[src/rtl/serial_subtractor_pkg.sv]
// rtl/serial_subtractor_pkg.sv - shared FSM encodings and counter-width helper for serial_subtractor
package serial_subtractor_pkg;

  typedef enum logic [1:0] {
    ST_IDLE  = 2'd0,
    ST_SHIFT = 2'd1,
    ST_DONE  = 2'd2
  } state_t;

  // Never returns 0 so that WIDTH=1 / STEP_DIV=1 still get a legal vector width.
  function automatic int clog2_min1(input int value);
    int w;
    w = 1;
    while ((1 << w) < value) w++;
    return w;
  endfunction

endpackage

[src/rtl/serial_sub_cell.sv]
// rtl/serial_sub_cell.sv - combinational 1-bit full subtractor (a - b - bin)
module serial_sub_cell (
  input  logic a,
  input  logic b,
  input  logic bin,
  output logic d,
  output logic bout
);

  assign d    = a ^ b ^ bin;
  assign bout = (~a & b) | (~(a ^ b) & bin);

endmodule

[src/rtl/serial_subtractor.sv]
// rtl/serial_subtractor.sv - bit-serial LSB-first subtractor with busy/done handshake and sticky underflow
module serial_subtractor
  import serial_subtractor_pkg::*;
#(
  parameter int WIDTH    = 8,
  parameter int STEP_DIV = 1
) (
  input  logic             iCE_CLK,
  input  logic             reset,
  input  logic             start,
  input  logic [WIDTH-1:0] a_in,
  input  logic [WIDTH-1:0] b_in,
  input  logic             clr_sticky,
  output logic             busy,
  output logic             done,
  output logic [WIDTH-1:0] diff,
  output logic             borrow_out,
  output logic             diff_bit,
  output logic             borrow_bit,
  output logic             underflow_latch
);

  localparam int IDX_W = clog2_min1(WIDTH);
  localparam int DIV_W = clog2_min1(STEP_DIV);
  localparam logic [IDX_W-1:0] LAST_IDX = IDX_W'(WIDTH - 1);
  localparam logic [DIV_W-1:0] LAST_DIV = DIV_W'(STEP_DIV - 1);

  state_t            state, state_next;
  logic [WIDTH-1:0]  a_sr, b_sr, r_sr, r_next;
  logic              borrow;
  logic [IDX_W-1:0]  bit_idx;
  logic [DIV_W-1:0]  div_cnt;
  logic              cell_d, cell_bout;
  logic              step_tick, last_step;

  serial_sub_cell u_cell (
    .a    (a_sr[0]),
    .b    (b_sr[0]),
    .bin  (borrow),
    .d    (cell_d),
    .bout (cell_bout)
  );

  assign step_tick  = (state == ST_SHIFT) && (div_cnt == LAST_DIV);
  assign last_step  = step_tick && (bit_idx == LAST_IDX);
  assign borrow_bit = borrow;

  // Result is assembled MSB-down so the final step lands the last bit in diff directly.
  generate
    if (WIDTH == 1) begin : g_r_one
      assign r_next = cell_d;
    end else begin : g_r_wide
      assign r_next = {cell_d, r_sr[WIDTH-1:1]};
    end
  endgenerate

  always_ff @(posedge iCE_CLK) begin
    if (reset) state <= ST_IDLE;
    else       state <= state_next;
  end

  always_comb begin
    state_next = state;
    busy       = 1'b0;
    done       = 1'b0;
    case (state)
      ST_IDLE:  if (start) state_next = ST_SHIFT;
      ST_SHIFT: begin
        busy = 1'b1;
        if (last_step) state_next = ST_DONE;
      end
      ST_DONE: begin
        busy       = 1'b1;
        done       = 1'b1;
        state_next = ST_IDLE;
      end
      default:  state_next = ST_IDLE;
    endcase
  end

  always_ff @(posedge iCE_CLK) begin
    if (reset) begin
      a_sr       <= '0;
      b_sr       <= '0;
      r_sr       <= '0;
      borrow     <= 1'b0;
      bit_idx    <= '0;
      div_cnt    <= '0;
      diff       <= '0;
      borrow_out <= 1'b0;
      diff_bit   <= 1'b0;
    end else if (state == ST_IDLE) begin
      if (start) begin
        a_sr    <= a_in;
        b_sr    <= b_in;
        borrow  <= 1'b0;
        bit_idx <= '0;
        div_cnt <= '0;
      end
    end else if (state == ST_SHIFT) begin
      if (step_tick) begin
        a_sr     <= a_sr >> 1;
        b_sr     <= b_sr >> 1;
        r_sr     <= r_next;
        borrow   <= cell_bout;
        diff_bit <= cell_d;
        bit_idx  <= bit_idx + IDX_W'(1);
        div_cnt  <= '0;
        if (last_step) begin
          diff       <= r_next;
          borrow_out <= cell_bout;
        end
      end else begin
        div_cnt <= div_cnt + DIV_W'(1);
      end
    end
  end

  // Clear outranks a same-cycle set from an underflowing DONE.
  always_ff @(posedge iCE_CLK) begin
    if (reset || clr_sticky)                   underflow_latch <= 1'b0;
    else if (state == ST_DONE && borrow_out)   underflow_latch <= 1'b1;
  end

endmodule
[config.mk]
export PLATFORM = sky130hd
export DESIGN_NAME = serial_subtractor
export DESIGN_NICKNAME = d
export VERILOG_FILES = /design/src/rtl/serial_subtractor_pkg.sv /design/src/rtl/serial_sub_cell.sv /design/src/rtl/serial_subtractor.sv
export SDC_FILE = /design/constraint.sdc
export NUM_CORES = 1
export LEC_CHECK = 0
export CORE_MARGIN = 2
export CORE_UTILIZATION = 30
export CTS_CLUSTER_SIZE = 30
export DETAILED_ROUTE_END_ITERATION = 7
export HOLD_SLACK_MARGIN = 0.15
export PLACE_DENSITY = 0.6
export SLEW_MARGIN = 20
export SYNTH_ARGS = -nofsm -noshare
export SYNTH_HDL_FRONTEND = slang
export SYNTH_SLANG_ARGS = --single-unit
export TNS_END_PERCENT = 50
[constraint.sdc]
create_clock -name iCE_CLK -period 2.1 [get_ports iCE_CLK]
set_clock_uncertainty 0.2 [all_clocks]
set_input_delay 0.42 -clock iCE_CLK [delete_from_list [all_inputs] [get_ports iCE_CLK]]
set_output_delay 0.42 -clock iCE_CLK [all_outputs]
set_load 0.01 [all_outputs]
==> results of run 1 <==
## flip-flops by register name (all words and copies together) (netlist names), 2 cells and up
register and count:
r_sr 6, state 2, a_sr 8, diff 8, bit_idx 3, b_sr 8
## cells in the final DEF, fill, tap and decap left out, drive strengths merged, types with 2 or more instances in the layout
master         instances
clkbuf                 6
buf                   13
clkdlybuf4s50         31
mux2                   3
nand2                  9
dfxtp                 40
mux2i                 27
inv                    9
nand2b                 9
clkinv                 2
a21oi                 11
a31o                   8
o211a                 13
nor2                   9
o211ai                14
nor2b                  3
ha                     7
nor3                   3
o32ai                  2
## metal layers
metal  up-vias  global-route usage (%)  part of all wire [%]
met5         -                       0                     0
met4         0                    4.33                   1.6
met3         6                    2.60                   2.8
met2        24                    19.1                    48
met1       699                    15.5                    48
li1        766                       -                     -
## per-stage QoR
| stage | instance area [um2] | utilization (%) | power (uW) |
|---|---|---|---|
| after global placement | 2420 | 37.7 | 2130 |
| after detailed placement | 2420 | 37.7 | 2150 |
| after floorplan | 2020 | - | 1940 |
| after global routing | 2520 | 39.2 | 2820 |
| final | 2520 | 39.2 | 2630 |
| after CTS | 2520 | 39.2 | 2670 |
## critical path: stages (launching register included)
cell and delay, ns:
sky130_fd_sc_hd__dfxtp_2 0.35, sky130_fd_sc_hd__inv_1 0.08, sky130_fd_sc_hd__ha_1 0.29, sky130_fd_sc_hd__dlygate4sd2_1 0.28
## logic make-up after synthesis
kind of cell | after synthesis | share of synthesized area (%)
compound gates | 52 | 21.1
flops | 40 | 39.7
simple gates | 37 | 10.2
mux | 30 | 15.4
fa+ha+maj | 8 | 5.33
buf+inv | 27 | 8.30
## repair_timing
item,CTS,global route
gates resized for setup,3,1
cloned,0,0
setup endpoints to repair,1,1
hold endpoints to repair,0,0
## layout make-up
| class | instances | area (um2) |
|---|---|---|
| multi-input combinational | 127 | 1050 |
| inverter | 9 | 33.8 |
| sequential | 40 | 803 |
| clock buffer | 6 | 82.6 |
| timing repair buffer | 46 | 442 |
| tap | 77 | 96.3 |
| fill | 659 | 3900 |
| clock inverter | 2 | 10.0 |
## where the power goes
part	internal, uW	switching [uW]
logic	538	556
registers	925	91.3
clock network	262	258
total	1720	906
## worst paths after layout
| path | end | slack [ns] | cells after the start |
|---|---|---|---|
| setup / recovery | busy | 0.20 | 3 |
| hold / removal | b_sr[0]$_SDFFE_PP0P_ | 0.26 | 2 |
| setup reg to reg | bit_idx[0]$_SDFFE_PP0P_ | 0.20 | 5 |
| hold reg to reg | b_sr[0]$_SDFFE_PP0P_ | 0.26 | 2 |
==> metrics.txt, run 1 <==
Sum Neg Setup Slack 0 ns; Final Max Slew Viols 0; power density cells 1040 nW/um2; Final nets 257; leading cell type by number of instances after synthesis sky130_fd_sc_hd__dfxtp_1; max-cap check violation count 0; share of post-route cells with drive strength above 1 13.5%; endpoint class of the critical path primary output; post-synthesis instance area 2020 um2; number of antenna cells inserted 0; number of global-route vias before repair 1480; total overflow reported by the global router 0; cts-stage hold buffer count 0; Worst EP arrival 1.28 ns; DR vias 1495; die boundary width 86.0 um; worst slack, placed 0.105 ns; final setup violating endpoints 0; launch point of the worst hold path b_sr[0]$_SDFFE_PP0P_; Cells after Synth 194; worst-case setup margin in the final layout 0.197 ns; biggest area consumer among synthesized cells sky130_fd_sc_hd__dfxtp_1; worst-margin pin slew 0.440 ns; largest net degree at the start of global routing 23; number of standard-cell rows in the floorplan 29; number of endpoints with negative hold slack in the final report 0; die footprint 7400 um2; overall fraction of global-route tracks in use 11.8%; vias per cell 4.87; average cell area after synthesis 10.4 um2; setup bufs post-CTS 0; Die Span Y 86.0 um; Inserted Clock Buffers 5; Skew-Pair Late Insertion Delay 0.29 ns; maximum vdd ir drop 0.000552 V; Detail Route Antenna Nets 0; startpoint of the most critical register-to-register path state[1]$_SDFFE_PP0P_; worst hold slack after final layout 0.259 ns; highest net fanout along the worst path 4; min cycle time layout 1.90 ns; clock net sink count 40; core area 6420 um2; final cell count without fillers 307; setup repair after global routing missed its margin no; clock tree from TritonCTS yes; post-synthesis register bit count 40; total half-perimeter wirelength after legalization and detailed placement 2.85 mm; Worst setup SP type register; number of top-level design ports 34; worst min path class register to register; leakage power total 0.00113 uW; Critical Path Start state[0]$_SDFFE_PP0P_; share of Yosys cell area claimed by the top area cell type 39.7%; Yosys warnings 0; Post-synth top flop sky130_fd_sc_hd__dfxtp_1; wire length of the first global-routing pass 6.96 mm; post-detailed-route wirelength per cell 13.2 um; Commonest cells post-synth sky130_fd_sc_hd__dfxtp_1, sky130_fd_sc_hd__mux2i_1, sky130_fd_sc_hd__o211ai_1; placed instance count 299; routability cong. 0.731; clock transition at the registers of the reported paths 0.07 ns; fraction of registers with async set/reset 0%; Clock Root Buffer sky130_fd_sc_hd__clkbuf_8; area added between synthesis and finish 24.7%; initial antenna violation count 0; final wirelength 4.07 mm; number of DRC markers after the initial detailed-route iteration 116; Post-synth EDFFs 0; worst endpoint required time 1.48 ns; result of the run completed; Relative slew margins 70.7%; Synth Net Count 222; maximum buffer depth of the clock tree 2; share of the clock period used by the worst path 90.6%; DR DRC count 0; top cells by area in the synthesized netlist sky130_fd_sc_hd__dfxtp_1, sky130_fd_sc_hd__mux2i_1, sky130_fd_sc_hd__o211a_1; Crit Path Category register to primary output; detailed-routing iteration count for the pre-antenna-repair pass 4; highest attainable clock frequency 525 MHz; unique cell type count in the Yosys netlist 30; sequential fraction of the synthesis area 39.7%; level count of the clock H-tree 2; number of buffer cells added on primary ports 33; starting utilization of the core area 31.4%
Power figures use the tool's default switching activity.
==> inputs of run 2 (changes only) <==
REMOVE_ABC_BUFFERS = 1   (was default)
clock period = 1.8 ns   (was 2.1 ns; I/O delays follow)
==> run 2 against run 1 <==
Effect of this change:
- power grew 28%
- count of clock-buffer cells in the layout unchanged
- register-to-register slack worse by 0.15 ns
- via count rose by 3.1%
- utilization increased by 3.5 points
- combinational power up 44%
- non-clock buffer count up 14
- first-iteration DRC count down 74%
- die area stayed put
- global-route usage increased by 0.30 points
- critical path type unchanged
==> metrics.txt, run 2 (same netlist as run 1, synthesis figures left out) <==
worst-margin pin slew 0.323 ns; number of top-level design ports 34; routability cong. 0.699; clock net sink count 40; Skew-Pair Late Insertion Delay 0.29 ns; starting utilization of the core area 31.4%; highest attainable clock frequency 569 MHz; setup repair after global routing missed its margin yes; detailed-routing iteration count for the pre-antenna-repair pass 4; number of endpoints with negative hold slack in the final report 0; Largest regs a_sr x8, b_sr x8, diff x8; Final Max Slew Viols 0; Clock Power Share 18.3%; most frequent cells in the layout sky130_fd_sc_hd__dfxtp_1, sky130_fd_sc_hd__clkdlybuf4s50_1, sky130_fd_sc_hd__mux2i_1, sky130_fd_sc_hd__buf_4, sky130_fd_sc_hd__o211ai_1; number of antenna cells inserted 0; Die Span Y 86.0 um; overall fraction of global-route tracks in use 12.1%; die boundary width 86.0 um; Final nets 271; dominant delay contributor by cell family on the critical path buffers and inverters; number of DRC markers after the initial detailed-route iteration 30; core utilization of the finished layout 42.7%; vias per cell 4.80; master of the slowest instance on the critical path sky130_fd_sc_hd__clkdlybuf4s50_1; number of global-route vias before repair 1526; min cycle time layout 1.76 ns; final cell count without fillers 321; power density cells 1230 nW/um2; largest net degree at the start of global routing 19; DR vias 1541; met3 Resource Use GR 3.08%; crit-path cells clkdlybuf4s50_1; wire length of the first global-routing pass 7.04 mm; Clock Root Buffer sky130_fd_sc_hd__clkbuf_8; CP bufs+invs 1; max-cap check violation count 0; post-detailed-route wirelength per cell 13.3 um; Crit Path Category register to primary output; share of post-route cells with drive strength above 1 25.4%; endpoint class of the critical path primary output; number of standard-cell rows in the floorplan 29; Comb pwr share 46.6%; worst endpoint required time 1.24 ns; internal power summed over all cells 2230 uW; leakage power total 0.00120 uW; Worst setup SP type register; worst min path class register to register; level count of the clock H-tree 2; DR DRC count 0; maximum buffer depth of the clock tree 2; maximum vdd ir drop 0.000565 V; result of the run completed; area added between synthesis and finish 35.9%; most common cell after layout, fill and taps aside sky130_fd_sc_hd__dfxtp_1; cts-stage hold buffer count 0; Detail Route Antenna Nets 0; clock tree from TritonCTS yes; gr busiest metal met2; total half-perimeter wirelength after legalization and detailed placement 2.90 mm; met2 GRT Util 20.2%; placed instance count 307; Relative slew margins 78.5%; core area 6420 um2; clock transition at the registers of the reported paths 0.08 ns; Worst EP arrival 1.20 ns; worst hold slack after final layout 0.262 ns; GR Layer Usage met1 14.9%; part of the total power dissipated in sequential elements 35.0%; final wirelength 4.26 mm; total overflow reported by the global router 0; Inserted Clock Buffers 5; final setup violating endpoints 0; share of the clock period used by the worst path 97.6%; initial antenna violation count 0; switching power as a share of total power 33.9%; die footprint 7400 um2; number of buffer cells added on primary ports 33; highest net fanout along the worst path 3; delay contributed by the slowest stage of the critical path 0.54 ns; net switching power figure 1140 uW
-- run 2: changes by cell type in the layout (fill, tap and decap cells not counted), sizes merged --
cell | previous run | this run
buf | 13 | 27
clkdlybuf4s50 | 31 | 30
clkbuf | 6 | 8
dlymetal6s2s | 1 | 0
-- run 2: path summary, 6_finish.rpt --
check / start / endpoint / slack [ns] / cells after the start
setup / recovery: borrow_out$_SDFFE_PP0P_ / borrow_out / 0.04 / 1
setup reg to reg: state[0]$_SDFFE_PP0P_ / r_sr[4]$_SDFFE_PP0P_ / 0.04 / 7
hold / removal: b_sr[0]$_SDFFE_PP0P_ / b_sr[0]$_SDFFE_PP0P_ / 0.26 / 2
hold reg to reg: b_sr[0]$_SDFFE_PP0P_ / b_sr[0]$_SDFFE_PP0P_ / 0.26 / 2
-- run 2: power groups by stage --
stage	logic, uW	registers (uW)	clock network (uW)
2_1_floorplan	935	1180	0
3_3_place_gp	1410	1190	0
3_5_place_dp	1420	1190	0
4_1_cts	1560	1180	648
5_1_grt	1720	1210	676
6_report	1570	1180	618
-- run 2: stage by stage --
stage / cell area, um2 / setup TNS, ns / total power [uW] / setup slack [ns]
final: 2740 / 0 / 3380 / 0.0431
after global routing: 2740 / -0.377 / 3600 / -0.0572
after CTS: 2680 / -0.318 / 3380 / -0.0430
after detailed placement: 2490 / -0.715 / 2610 / -0.135
after global placement: 2490 / -0.375 / 2600 / -0.113
after floorplan: 1890 / -21.99 / 2110 / -0.852
-- run 2: layout make-up --
cell class | instances | area, um2
well taps | 77 | 96.3
repair buffers | 60 | 584
multi-input cells | 127 | 1130
fillers | 640 | 3680
clock inverters | 2 | 10.0
inverters | 9 | 36.3
clock buffers | 6 | 82.6
flip-flops and latches | 40 | 805
-- run 2: what timing repair did --
item                       CTS  global route
pin swaps                    2            10
resized for setup           13            20
buffers inserted             4             1
gates cloned                 1             0
setup endpoints to repair   23            36
-- run 2: routing by layer --
| layer | vias up | part of all wire [%] |
|---|---|---|
| li1 | 797 | - |
| met3 | 5 | 3.8 |
| met4 | 0 | 1.3 |
| met5 | - | 0 |
| met1 | 708 | 48 |
| met2 | 31 | 47 |
-- run 2: worst register-to-register path, cell delays in order, from the launching register on --
cell and delay (ns):
sky130_fd_sc_hd__dfxtp_2 0.35, sky130_fd_sc_hd__buf_6 0.11, sky130_fd_sc_hd__ha_4 0.13, sky130_fd_sc_hd__nor4bb_4 0.30, sky130_fd_sc_hd__buf_4 0.17, sky130_fd_sc_hd__clkbuf_16 0.14, sky130_fd_sc_hd__mux2i_1 0.20, sky130_fd_sc_hd__nor2_1 0.05
